===== src/rtl/shift_rows_pipe_if.sv =====
// Stream interface for the ShiftRows stage: an input side carrying one AES
// state plus its direction flag, and an output side carrying the shifted state.
//
// Handshake: a transfer happens on a rising clock edge where valid and ready
// are both high. The producer holds valid, data and inv stable until that edge.
// Ready may be high without valid and vice versa. Neither side may make valid
// depend on ready combinationally.
interface shift_rows_pipe_if #(
  parameter int NB = 4
);
  localparam int W = 32 * NB;

  logic         in_valid;
  logic         in_ready;
  logic         in_inv;
  logic [W-1:0] in_data;
  logic         out_valid;
  logic         out_ready;
  logic [W-1:0] out_data;

  // Side that feeds states in and consumes results.
  modport master (
    output in_valid,
    output in_inv,
    output in_data,
    output out_ready,
    input  in_ready,
    input  out_valid,
    input  out_data
  );

  // Side implemented by the ShiftRows stage.
  modport slave (
    input  in_valid,
    input  in_inv,
    input  in_data,
    input  out_ready,
    output in_ready,
    output out_valid,
    output out_data
  );
endinterface


===== src/rtl/shift_rows_pipe.sv =====
// Registered ShiftRows / InvShiftRows stage for Rijndael states of 4, 6 or 8
// columns. The row rotation is pure wiring ahead of a 2-entry output FIFO;
// only the transformed state is stored.
module shift_rows_pipe #(
  parameter int NB = 4
) (
  input  logic             clk,
  input  logic             rst,
  shift_rows_pipe_if.slave bus
);
  localparam int W = 32 * NB;

  // Reject block widths that Rijndael does not define for this stage.
  if (!(NB == 4 || NB == 6 || NB == 8)) begin : g_bad_nb
    $error("shift_rows_pipe: NB must be 4, 6 or 8");
  end

  // Row rotation amount: 0,1,2,3 for NB 4/6; 0,1,3,4 for NB 8.
  function automatic int row_off(input int r);
    if (NB == 8) begin
      return (r < 2) ? r : r + 1;
    end
    return r;
  endfunction

  logic [W-1:0] fwd_data;
  logic [W-1:0] inv_data;
  logic [W-1:0] shifted;

  // Byte i sits at bits [W-1-8i -: 8] with column i/4 and row i%4.
  // Forward reads column (c+off) mod NB, inverse reads (c-off) mod NB.
  for (genvar c = 0; c < NB; c++) begin : g_col
    for (genvar r = 0; r < 4; r++) begin : g_row
      localparam int OFF   = row_off(r);
      localparam int DST   = W - 1 - 8 * (4 * c + r);
      localparam int SRC_F = W - 1 - 8 * (4 * ((c + OFF) % NB) + r);
      localparam int SRC_I = W - 1 - 8 * (4 * ((c - OFF + NB) % NB) + r);
      assign fwd_data[DST -: 8] = bus.in_data[SRC_F -: 8];
      assign inv_data[DST -: 8] = bus.in_data[SRC_I -: 8];
    end
  end

  // Direction is chosen per transfer, so mixed streams need no flush.
  assign shifted = bus.in_inv ? inv_data : fwd_data;

  logic [1:0]        count;
  logic              wr_ptr;
  logic              rd_ptr;
  logic [1:0][W-1:0] mem;
  logic              push;
  logic              pop;

  // Ready comes from the occupancy register only, so out_ready never
  // reaches in_ready combinationally.
  assign bus.in_ready  = (count != 2'd2);
  assign bus.out_valid = (count != 2'd0);
  assign bus.out_data  = mem[rd_ptr];

  assign push = bus.in_valid & bus.in_ready;
  assign pop  = bus.out_valid & bus.out_ready;

  // Occupancy and pointer bookkeeping; pointers wrap naturally at 1 bit.
  always_ff @(posedge clk or posedge rst) begin
    if (rst) begin
      count  <= 2'd0;
      wr_ptr <= 1'b0;
      rd_ptr <= 1'b0;
    end else begin
      if (push) begin
        wr_ptr <= ~wr_ptr;
      end
      if (pop) begin
        rd_ptr <= ~rd_ptr;
      end
      case ({push, pop})
        2'b10:   count <= count + 2'd1;
        2'b01:   count <= count - 2'd1;
        default: count <= count;
      endcase
    end
  end

  // Storage clears on reset so out_data reads zero until the next result.
  always_ff @(posedge clk or posedge rst) begin
    if (rst) begin
      mem <= '0;
    end else if (push) begin
      mem[wr_ptr] <= shifted;
    end
  end
endmodule

===== src/flat_wrapper.sv =====
// flat-port wrapper written by rule: the top's interface ports become plain ports
module shift_rows_pipe_flat 
#(
  parameter int NB = 4
)
  (clk, rst, bus_in_valid, bus_in_inv, bus_in_data, bus_out_ready, bus_in_ready, bus_out_valid, bus_out_data);
  shift_rows_pipe_if #(.NB(NB)) bus_i ();
  input  logic clk;
  input  logic rst;
  input wire logic [$bits(bus_i.in_valid)-1:0] bus_in_valid;
  input wire logic [$bits(bus_i.in_inv)-1:0] bus_in_inv;
  input wire logic [$bits(bus_i.in_data)-1:0] bus_in_data;
  input wire logic [$bits(bus_i.out_ready)-1:0] bus_out_ready;
  output wire logic [$bits(bus_i.in_ready)-1:0] bus_in_ready;
  output wire logic [$bits(bus_i.out_valid)-1:0] bus_out_valid;
  output wire logic [$bits(bus_i.out_data)-1:0] bus_out_data;
  assign bus_i.in_valid = bus_in_valid;
  assign bus_i.in_inv = bus_in_inv;
  assign bus_i.in_data = bus_in_data;
  assign bus_i.out_ready = bus_out_ready;
  assign bus_in_ready = bus_i.in_ready;
  assign bus_out_valid = bus_i.out_valid;
  assign bus_out_data = bus_i.out_data;
  shift_rows_pipe #(.NB(NB)) u_core (.clk(clk), .rst(rst), .bus(bus_i));
endmodule

===== config.mk =====
export PLATFORM = sky130hd
export DESIGN_NAME = shift_rows_pipe_flat
export DESIGN_NICKNAME = d
export VERILOG_FILES = /design/src/rtl/shift_rows_pipe_if.sv /design/src/rtl/shift_rows_pipe.sv /design/src/flat_wrapper.sv
export SDC_FILE = /design/constraint.sdc
export NUM_CORES = 1
export LEC_CHECK = 0
export BUFFER_PORTS_ARGS = -buffer_cell sky130_fd_sc_hd__buf_2
export CAP_MARGIN = 15
export CORE_MARGIN = 4
export CORE_UTILIZATION = 59
export CTS_CLUSTER_DIAMETER = 60
export DETAILED_ROUTE_END_ITERATION = 8
export GPL_ROUTABILITY_DRIVEN = 1
export GPL_TIMING_DRIVEN = 0
export PLACE_DENSITY = 0.92
export SLEW_MARGIN = 20
export SYNTH_ARGS = -nofsm -noshare
export SYNTH_HDL_FRONTEND = slang
export SYNTH_SLANG_ARGS = --single-unit

===== constraint.sdc =====
create_clock -name clk -period 16.5 [get_ports clk]
set_input_delay 4.125 -clock clk [delete_from_list [all_inputs] [get_ports clk]]
set_output_delay 4.125 -clock clk [all_outputs]
set_load 0.02 [all_outputs]

Word level (Yosys, flattened, before mapping):

Index checks and enable logic that the tools add are counted.

* flip-flop bits (word level): 260
* bits in latches: 0
* memory bits (writable): 0
* memory bits (read-only): 0
* output and inout bits: 130
* word-level logic and storage cells: 27
* memories kept: 0

* add/sub/neg operators: 2
* multiply operators: 0
* divide/modulo/power cells: 0
* order comparisons: 3
* eq/ne operators: 3
* shifts and indexed selects: 0
* mux-type cells: 7
* bitwise operators: 4
* reduce and logical (&&, ||, !) cells: 3

Operators by type and width (number)
* $mux W128: 3
* $bwmux W256: 1
* $demux W128 S1: 1
* $mux W120: 1
* $lt A1 B2 Y1 const B: 2
* $pmux W2 S2: 1
* $reduce_bool A2 Y1: 2
* $add A2 B1 Y2 const B: 1
* $and A1 B1 Y1: 2
* $eq A2 B1 Y1 const B: 1
* $eq A2 B2 Y1 const B: 1
* $ne A2 B2 Y1 const B: 1
* $not A1 Y1: 2
* $sub A2 B1 Y2 const B: 1
* $ge A1 B1 Y1 const B: 1
* $logic_and A1 B1 Y1: 1

Depth between registers and ports, before layout:

* word-level depth: 5
* mapped depth: 6

Worst setup path before layout:

No wires, ideal clock.

* path type: flip-flop to output port
* from: register u_core.rd_ptr
* to: output port bus_out_data[0]
* data arrival time: 1.196 ns
* required time: 12.375 ns
* setup slack: 11.179 ns
* cell stages (with the launch flop): 4
* cell sequence: dfrtp_1 > clkbuf_1 > buf_2 > mux2_2

* cells in the longest elaborated chain, start to end: 2

Ends and longest elaborated chain
* from (decl): line shift_rows_pipe.sv:48 `logic rd_ptr;`
* from (signal assigned): line shift_rows_pipe.sv:73 `rd_ptr <= ~rd_ptr;`
* $mux W128 (not written as such) (2 in series): line shift_rows_pipe.sv:57 `assign bus.out_data = mem[rd_ptr];`
* to (decl): line flat_wrapper.sv:16 `output wire logic [$bits(bus_i.out_data)-1:0] bus_out_data;`

Every way passes these cells. The select of a mux whose other input is x is not followed.

Final worst setup path:

* from: register u_core.rd_ptr
* to: output port bus_out_data[1]

The elaborated chain is that of the path after synthesis.

==> key figures <==
Run status
  • Outcome: complete, no violations

Clock tree
  • # hold bufs at CTS: 0
  • Clock buffer depth: 3
  • # resized after CTS: 0
  • Clock Latency Late Sink: 530 ps
  • Clk slew on worst S/H paths: 60 ps
  • CTS tree: done
  • H-tree levels: 1
  • Setup bufs post-CTS: 0
  • Root Driver: clkbuf_16
  • Clock sinks: 260
  • CTS buffer count: 28

Pwr
  • PwrDens: 232.1 nW/µm²
  • Clock power share: 18.3%
  • Sequential share of power: 32.2%
  • Internal Power: 0.002267 W
  • Sw Share: 36.03%
  • VDD IR max: 120.1 µV
  • LEAKAGE: 7.086 nW
  • Switching power total: 0.001276 W
  • Logic pwr share: 49.5%

Setup path
  • Worst-path maximum fanout: 10
  • CP required: 12,380 ps
  • Critical path's most frequent cell: buf_2
  • CP max stage cell: clkbuf_1
  • Register-to-Register Path Depth: 5
  • Crit-path cells: clkbuf_1 > buf_2 > mux2_2 > buf_2
  • Critical Path Start Type: register
  • Setup CP Type: register to output pin
  • Setup crit end kind: output pin
  • CP Buf/Inv Count: 3
  • Worst R2R Start: u_core.count[0]$_DFFE_PP0P_
  • Critical Path AT: 2400 ps
  • Worst R2R End: u_core.mem[138]$_DFFE_PP0P_
  • Flop-to-flop setup slack: 14,860 ps
  • Top delay family on crit path: buffers and inverters
  • Worst path max stage delay: 500 ps

STA
  • Fin. Hold Viols: 0
  • Setup TNS: 0 ps
  • Clock Skew: 9.644 ps
  • FMAX: 153.3 MHz
  • Period minus WS final: 6522 ps
  • Max-slew violation count: 0
  • Unrepaired setup endpoints after global routing: false
  • Final Setup Violations: 0
  • Max-slew headroom at the worst pin: 57.69%
  • Period Utilization, post-route: 39.52%
  • Slew of the pin with the lowest slew margin: 634.7 ps

Place
  • Final HPWL DP: 20,400 µm
  • Placed cell count: 1,309
  • Port buffer count: 261
  • Final Wtd Congestion: 0.7939

Cells and area
  • Highest-count cells in the layout ignoring fill and taps: mux2_2 (342), buf_2 (280), dfrtp_1 (260)
  • Commonest non-fill, non-tap cell in the layout: mux2_2
  • Layout area overhead: 21.46%
  • Final net count: 1,198
  • Post-Layout Cell Count: 1,363
  • Ratio of cells with drive above 1 in the final layout: 74.47%
  • Layout fillers: 1,345

Drt
  • Wire per inst: 21.62 µm
  • DRC: 0
  • Via Count: 7,554
  • Final wirelength: 29,470 µm
  • Detail Route Antenna Nets: 0
  • DRT Pass-1 Iters: 4
  • Initial DRC Count: 277
  • Vias per inst: 5.542

GRT
  • First-pass GRT wire length: 47,330 µm
  • Gr busiest metal: met2
  • Met1 Use GR: 32.29%
  • Largest net degree at the start of global routing: 92
  • Met3 usage: 6.136%
  • Routing usage on met2: 41.08%
  • Total GRT Usage: 24.74%
  • Total grt overflow: 0
  • Vias in the first global route: 8,570
  • Antenna violations before repair: 6

Yosys
  • Syn_nets: 905
  • Distinct cells, synth: 19
  • Synth Warn #: 0
  • Area contributors post-synth: dfrtp_1 (52%), mux2_2 (31%), mux2_4 (12%)
  • Synthesized area per cell: 16.30 µm²
  • Register area share after synthesis: 51.77%
  • Area share of the largest cell type after synthesis: 51.77%
  • Seq cells post-synth: 260
  • Synth Cell Area: 12,570 µm²
  • Synth Instances: 771
  • Yosys top cell by area: dfrtp_1

Floorplanning
  • Starting Density: 59.98%
  • Num ports: 263
  • Core Area: 20,960 µm²
  • Die W: 154.0 µm
  • Die ar.: 23,700 µm²
  • # rows: 53
  • Die span in y: 154.0 µm

Hold path
  • Hold path start: u_core.wr_ptr$_DFFE_PP0P_
  • Hold path cells: 1
  • Hold EP: u_core.wr_ptr$_DFFE_PP0P_
  • Worst hold path class: register to register

Run
  • Max_cap viols: 0
-- final cells by class --
class / count / area (µm²) / area share, %
Tap cell: 275 / 344.1 / 2.254
Clock inverter: 6 / 61.31 / 0.4016
Timing Repair Buffer: 263 / 1361 / 8.917
Buffer: 49 / 514.2 / 3.369
Multi-Input combinational cell: 461 / 5544 / 36.32
Inverter: 1 / 11.26 / 0.07376
Antenna cell: 3 / 7.507 / 0.04918
Clock buffer: 45 / 915.9 / 6.000
Sequential cell: 260 / 6506 / 42.62
-- worst max path at each step --
stage	start	end	cells after the start
after floorplan	rst	u_core.count[0]$_DFFE_PP0P_	1
after global placement	rst	u_core.mem[174]$_DFFE_PP0P_	2
after detailed placement	u_core.rd_ptr$_DFFE_PP0P_	bus_out_data[41]	4
after CTS	u_core.rd_ptr$_DFFE_PP0P_	bus_out_data[41]	4
after global routing	u_core.rd_ptr$_DFFE_PP0P_	bus_out_data[43]	4
final	u_core.rd_ptr$_DFFE_PP0P_	bus_out_data[1]	4
-- Yosys cell counts, drive strengths merged --
master	number
ha	1
mux2	448
xor2	2
dfrtp	260
nand2b	1
and2	1
and3	1
inv	1
nor2	1
nand3b	1
buf	47
or2	1
xnor2	3
nand2	1
clkbuf	2
-- power by group through the flow --
stage          clock network [W]  logic, W  registers, W
3_5_place_dp                   0   0.00176       0.00114
2_1_floorplan                  0   0.00133       0.00109
3_3_place_gp                   0   0.00172       0.00112
4_1_cts                 0.000657   0.00177       0.00114
5_1_grt                 0.000683   0.00187       0.00118
6_report                0.000647   0.00175       0.00114
-- logic make-up (layout without fill, tap and decap cells) --
family,Yosys count,after routing,synth area share [%]
xor gates and xnor gates,5,5,0.3485
buffers and inverters,50,364,4.121
DFF,260,260,51.77
and+or+nand+nor,7,7,0.4480
other,0,3,0
adders and majority gates,1,1,0.09954
muxes,448,448,43.22
-- state kept, by name, summed over array words and instances (netlist names) --
name           cells
u_core.count       2
u_core.rd_ptr      1
u_core.mem       256
u_core.wr_ptr      1
-- stage by stage --
step                hold WS [ps]  setup WS (ps)  utilization, %  power (W)  instance area (µm²)
floorplan                  460.0           5220               -   0.002413                12570
global placement           469.5           2537           67.85   0.002837                14220
CTS                        491.9           9937           72.81   0.003565                15260
finish                     492.2           9978           72.85   0.003543                15270
global route               504.1           9880           72.85   0.003728                15270
detailed placement         483.2          10520           68.15   0.002895                14280
-- layer usage --
metal / vias up / wire [µm] / share of wire (%)
met5: - / 41 / 0.14
met4: 6 / 811 / 2.8
met3: 62 / 1924 / 6.5
met2: 246 / 14310 / 49
met1: 3856 / 12380 / 42
li1: 3384 / - / -
(Power assumes the default switching activity.)
